<file path="src/rtl/bcd2421_seq_if.sv">
// Handshake/data bundle between a packed-BCD source and the 2421 sequencer.
interface bcd2421_seq_if #(parameter int DIGITS = 4);
  logic                  start;
  logic [4*DIGITS-1:0]   bcd_in;
  logic                  busy;
  logic                  done;
  logic [4*DIGITS-1:0]   w_out;
  logic                  err;

  modport master (output start, bcd_in, input busy, done, w_out, err);
  modport slave  (input start, bcd_in, output busy, done, w_out, err);
endinterface

</file>
<file path="src/rtl/bcd2421_seq.sv">
// Converts a packed BCD word to 2421 code one digit per clock, LSD first,
// through a single shared digit converter.
module bcd2421_seq #(
    parameter int DIGITS = 4
) (
    input logic             clk,
    input logic             rst_n,
    bcd2421_seq_if.slave    bus
);
    localparam int CW = (DIGITS > 1) ? $clog2(DIGITS) : 1;
    localparam int W  = 4 * DIGITS;

    typedef enum logic [1:0] {IDLE, CONV, DONE} state_t;

    state_t          state;
    logic [CW-1:0]   cnt;
    logic [W-1:0]    work;
    logic [W-1:0]    res;
    logic            werr;
    logic            busy_r, done_r, err_r;
    logic [W-1:0]    w_out_r;

    logic [3:0]      cur_d, cur_w;
    logic            cur_bad;
    logic [W-1:0]    res_next;

    // Shared converter: digit under the counter, invalid codes map to 0000.
    always_comb begin
        cur_d   = work[4*int'(cnt) +: 4];
        cur_bad = 1'b0;
        case (cur_d)
            4'd0: cur_w = 4'b0000;
            4'd1: cur_w = 4'b0001;
            4'd2: cur_w = 4'b0010;
            4'd3: cur_w = 4'b0011;
            4'd4: cur_w = 4'b0100;
            4'd5: cur_w = 4'b1011;
            4'd6: cur_w = 4'b1100;
            4'd7: cur_w = 4'b1101;
            4'd8: cur_w = 4'b1110;
            4'd9: cur_w = 4'b1111;
            default: begin
                cur_w   = 4'b0000;
                cur_bad = 1'b1;
            end
        endcase
    end

    // Result including the slot being converted this cycle, so the final
    // digit can go straight into the output register on the last CONV edge.
    always_comb begin
        res_next = res;
        res_next[4*int'(cnt) +: 4] = cur_w;
    end

    always_ff @(posedge clk or negedge rst_n) begin
        if (!rst_n) begin
            state   <= IDLE;
            cnt     <= '0;
            work    <= '0;
            res     <= '0;
            werr    <= 1'b0;
            busy_r  <= 1'b0;
            done_r  <= 1'b0;
            w_out_r <= '0;
            err_r   <= 1'b0;
        end else begin
            case (state)
                IDLE: begin
                    done_r <= 1'b0;
                    if (bus.start) begin
                        state  <= CONV;
                        work   <= bus.bcd_in;
                        cnt    <= '0;
                        werr   <= 1'b0;
                        busy_r <= 1'b1;
                    end
                end
                CONV: begin
                    res  <= res_next;
                    werr <= werr | cur_bad;
                    if (cnt == CW'(DIGITS - 1)) begin
                        state   <= DONE;
                        done_r  <= 1'b1;
                        w_out_r <= res_next;
                        err_r   <= werr | cur_bad;
                    end else begin
                        cnt <= cnt + 1'b1;
                    end
                end
                DONE: begin
                    state  <= IDLE;
                    done_r <= 1'b0;
                    busy_r <= 1'b0;
                end
                default: begin
                    state  <= IDLE;
                    done_r <= 1'b0;
                    busy_r <= 1'b0;
                end
            endcase
        end
    end

    assign bus.busy  = busy_r;
    assign bus.done  = done_r;
    assign bus.w_out = w_out_r;
    assign bus.err   = err_r;
endmodule
</file>
<file path="src/flat_wrapper.sv">
// flat-port wrapper written by rule: the top's interface ports become plain ports
module bcd2421_seq_flat 
#(
    parameter int DIGITS = 4
)
  (clk, rst_n, bus_start, bus_bcd_in, bus_busy, bus_done, bus_w_out, bus_err);
  bcd2421_seq_if #(.DIGITS(DIGITS)) bus_i ();
  input logic clk;
  input logic rst_n;
  input wire logic [$bits(bus_i.start)-1:0] bus_start;
  input wire logic [$bits(bus_i.bcd_in)-1:0] bus_bcd_in;
  output wire logic [$bits(bus_i.busy)-1:0] bus_busy;
  output wire logic [$bits(bus_i.done)-1:0] bus_done;
  output wire logic [$bits(bus_i.w_out)-1:0] bus_w_out;
  output wire logic [$bits(bus_i.err)-1:0] bus_err;
  assign bus_i.start = bus_start;
  assign bus_i.bcd_in = bus_bcd_in;
  assign bus_busy = bus_i.busy;
  assign bus_done = bus_i.done;
  assign bus_w_out = bus_i.w_out;
  assign bus_err = bus_i.err;
  bcd2421_seq #(.DIGITS(DIGITS)) u_core (.clk(clk), .rst_n(rst_n), .bus(bus_i));
endmodule
</file>
<file path="config.mk">
export PLATFORM = sky130hd
export DESIGN_NAME = bcd2421_seq_flat
export DESIGN_NICKNAME = d
export VERILOG_FILES = /design/src/rtl/bcd2421_seq_if.sv /design/src/rtl/bcd2421_seq.sv /design/src/flat_wrapper.sv
export SDC_FILE = /design/constraint.sdc
export NUM_CORES = 1
export LEC_CHECK = 0
export CAP_MARGIN = 20
export CORE_MARGIN = 3
export CORE_UTILIZATION = 40
export CTS_BUF_LIST = sky130_fd_sc_hd__clkbuf_4 sky130_fd_sc_hd__clkbuf_8
export CTS_CLUSTER_DIAMETER = 60
export DETAILED_ROUTE_END_ITERATION = 8
export PLACE_DENSITY = 0.61
export SYNTH_ARGS = -nofsm -noshare
export SYNTH_HDL_FRONTEND = slang
export SYNTH_SLANG_ARGS = --single-unit
</file>
<file path="constraint.sdc">
create_clock -name clk -period 4.7 [get_ports clk]
set_input_delay 0.47 -clock clk [delete_from_list [all_inputs] [get_ports clk]]
set_output_delay 0.47 -clock clk [all_outputs]
set_load 0.005 [all_outputs]
</file>
==> run summary <==
The count of nets left with antenna violations once routing finished came out at 0. The tools report the initial core utilization as 0.420. The post-synthesis share of cell area spent on and, or, nand and nor gates is 0.135, and the measured slew at the worst slew-check pin is 824 ps. The path class of the tightest hold or removal check is in -> async.

The headroom to the max-slew limit was 0.446; the global-route wire length before repair was 8770 um. The die covers 0.00727 mm2. The detailed router finished its first iteration with 72 violations.

The number of failing hold endpoints at the final stage is 0. Summed over all instances, the cell type with the most area after synthesis is dfrtp_1. The run gives 0 as the number of DRC violations after detailed routing. During synthesis, Yosys emitted a total of 0 warnings. The sequential fraction of design power was 0.374.

The switching share of total power was 0.391. After global routing the overflow that remains totals 0. The clock net in this run drives a total of 56 sinks. The leakage power of the design was 1.28 nW; the initial antenna violation count was 0. Between clock sinks in the finished design, the worst skew comes to 8.36 ps. Clock-pin slew was measured on the worst setup and hold paths at 90 ps. The fraction of the yosys area taken by sequential cells is 0.557, and the mean cell area of the mapped netlist is 11.2 um2. After clock tree synthesis, the repair step resized 0 gates. In the layout the commonest cells are 56 x dfrtp_1, 36 x clkdlybuf4s50_1, 32 x a21oi_1, 22 x nor2_1, 21 x nand2_1. The worst-case IR drop observed on VDD is 0.339 mV.

In the final timing run, aggregate negative setup slack is 0 ps. When the netlist entered floorplanning its net count stood at 249. In this run, synthesis produced a sequential element count of 56.

The largest fanout on the critical path was 12; the HPWL after detailed placement was 3410 um. Yosys attributes the largest share of cell area to dfrtp_1 56%, mux2_2 7.6%, a21oi_1 6.4%. The classification of the worst setup path is reg -> reg. Row generation in the floorplan step produced 28 rows. The xor-xnor portion of the synthesized cell area works out to 0.00348.

For the via count of the first global-routing pass, the log shows 1840. Pin placement for this block handled 38 I/O pins. For the final net count, the log shows 288.

The switching power total was 899 uW; the power per standard cell area was 752 mW/mm2. The die outline height is 85.3 um, and the final cycle utilization of the critical path is 0.499. The flow ran to the end, and the final reports show no timing, DRC or antenna violations. The library cell used most frequently in the layout, excluding fill and tap cells, is dfrtp_1.

The buffer count from post-CTS setup fixing was 0; the via count normalized by instance count was 5.09. Mux share of post-synthesis cell area: 0.112. The tools report the max-capacitance violation count as 0.

Fraction of layout instances using a drive strength above 1: 0.144. The cell count after synthesis came out at 225. TritonCTS built the clock tree. After layout, the design draws a total of 2.30 mW. The hold slack is 294 ps. The critical path data arrival time came out at 2580 ps. The cts-stage hold buffer count is 0. The die is 85.3 um wide.

For the largest net degree at the start of global routing, the log shows 57. By area, the combinational part of the netlist is dominated by compound AO/OA/AOI/OAI gates. During placement, the flow inserted port buffers numbering 37.

The logs give 4940 ps for the data required time at the worst endpoint and 2 for the number of levels the H-tree was split into. Total CTS buffers: 5. The tree is rooted in a clkbuf_8. The detailed-route wire length per cell was 14.5 um. The adder-cell area share of the yosys netlist was 0.0249.

The worst setup path is launched from a flop. For the finished layout, the period the worst path requires is 2350 ps. The area fraction in compound gates after synthesis is 0.143, and the insertion delay of the later-clocked pin in the worst-skew pair is 300 ps. The area share of the leading cell type in the synthesized netlist works out to 0.557. The tools report the setup-violating endpoint count in the final report as 0.

For the clock share of power, the log shows 0.110. Yosys mapped the design onto 28 distinct sky130hd cell types. The kind of capture point of the worst setup path is a flop. The pre-antenna-repair detailed-routing pass consisted of 4 iterations. For the max-slew violation count, the log shows 0. From synthesis to final layout, the design area changed by 21.6%. Counting along the longest clock path gives a buffer depth of 2. Static timing analysis puts the maximum clock frequency at 426 MHz. At the end of routability-driven placement, the weighted congestion stood at 0.768.

The final route contains 1725 vias. The logs give 0.516 for the combinational fraction of design power and 4900 um for the total detailed-routing wirelength. The logs give 0.152 for the overall fraction of global-route tracks in use and 0.00599 mm2 for the floorplan core area. The logs give 0 for the antenna diode count and 1.40 mW for the internal power component. Setup repair after global routing left no endpoint under its margin.

For the cell area after technology mapping, the log shows 0.00251 mm2.
## metrics by stage
stage	setup WS, ps	cells	instance area [um2]	utilization
2_1_floorplan	2770	225	2510	-
3_3_place_gp	2390	331	2960	0.494
3_5_place_dp	2360	331	2960	0.494
4_1_cts	2330	338	3040	0.508
5_1_grt	2070	339	3060	0.510
6_report	2350	339	3060	0.510
## worst max-delay path, cell delays in order, from the launching register on
cell and delay (ps):
dfrtp_1 670, mux4_2 610, nand2b_1 270, o22ai_2 430, a21oi_1 120, a21oi_1 170
## worst paths after layout
path,startpoint,endpoint,slack (ps),cells past startpoint
min reg2reg,u_core.res[8]$_DFFE_PN0P_,u_core.res[8]$_DFFE_PN0P_,480,2
max,u_core.cnt[0]$_DFFE_PN0P_,u_core.bus.w_out[5]$_DFFE_PN0P_,2350,5
min in group clk,u_core.res[8]$_DFFE_PN0P_,u_core.res[8]$_DFFE_PN0P_,480,2
max in group asynchronous,rst_n,u_core.bus.w_out[15]$_DFFE_PN0P_,3930,2
max reg2reg,u_core.cnt[0]$_DFFE_PN0P_,u_core.bus.w_out[5]$_DFFE_PN0P_,2350,5
min,rst_n,u_core.bus.w_out[4]$_DFFE_PN0P_,290,2
## flip-flops by register name, indices dropped and copies added (netlist names)
register          flops
u_core.bus.done       1
u_core.bus.err        1
u_core.werr           1
u_core.res           16
u_core.state          2
u_core.cnt            2
u_core.bus.busy       1
u_core.bus.w_out     16
u_core.work          16
## routing by layer
| metal | track usage | wire length (um) | vias up |
|---|---|---|---|
| li1 | - | - | 864 |
| met2 | 0.244 | 2310 | 30 |
| met5 | 0 | 0 | - |
| met3 | 0.0350 | 190 | 6 |
| met4 | 0.0561 | 75 | 0 |
| met1 | 0.200 | 2330 | 825 |
## synth_stat cells
cell type  count
inv_1          5
o21a_1         1
nand2b_1       2
a21o_1         1
o22ai_1        1
and2_1         2
o21ai_2        1
a31oi_1        1
a21oi_1       32
nor3b_1        2
mux2_2        17
ha_1           5
nor2b_1       18
xnor2_1        1
a32o_1         8
nor2_1        22
nand2_1       21
or3b_4         1
buf_1          1
dfrtp_1       56
clkbuf_1       7
o21ai_4        1
a22o_1         1
o21ai_1        9
buf_6          1
mux4_2         4
o22ai_2        1
nor3_1         3
## power by group through the flow
stage                     Clock [mW]  Sequential [mW]  Combinational [mW]
after floorplan                    0            0.836               0.812
final                          0.253            0.861                1.18
after detailed placement           0            0.877                1.19
after global placement             0            0.870                1.17
after CTS                      0.267            0.866                1.20
after global routing           0.281            0.900                1.32
## layout make-up
| type | instances | area (um2) |
|---|---|---|
| timing repair buffer | 41 | 403 |
| tap | 75 | 93.8 |
| fill | 561 | 2940 |
| clock buffer | 6 | 76.3 |
| multi-input combinational | 155 | 1060 |
| clock inverter | 1 | 5.00 |
| inverter | 5 | 18.8 |
| sequential | 56 | 1400 |
## logic make-up after synthesis
logic type / count (synthesis)
buffers and inverters: 14
AND/OR/NAND/NOR: 71
adder cells (fa/ha/maj): 5
XOR/XNOR: 1
AO/OA/AOI/OAI: 57
multiplexers: 21
flip-flops: 56
No activity file was read; power rests on OpenSTA's default activity.
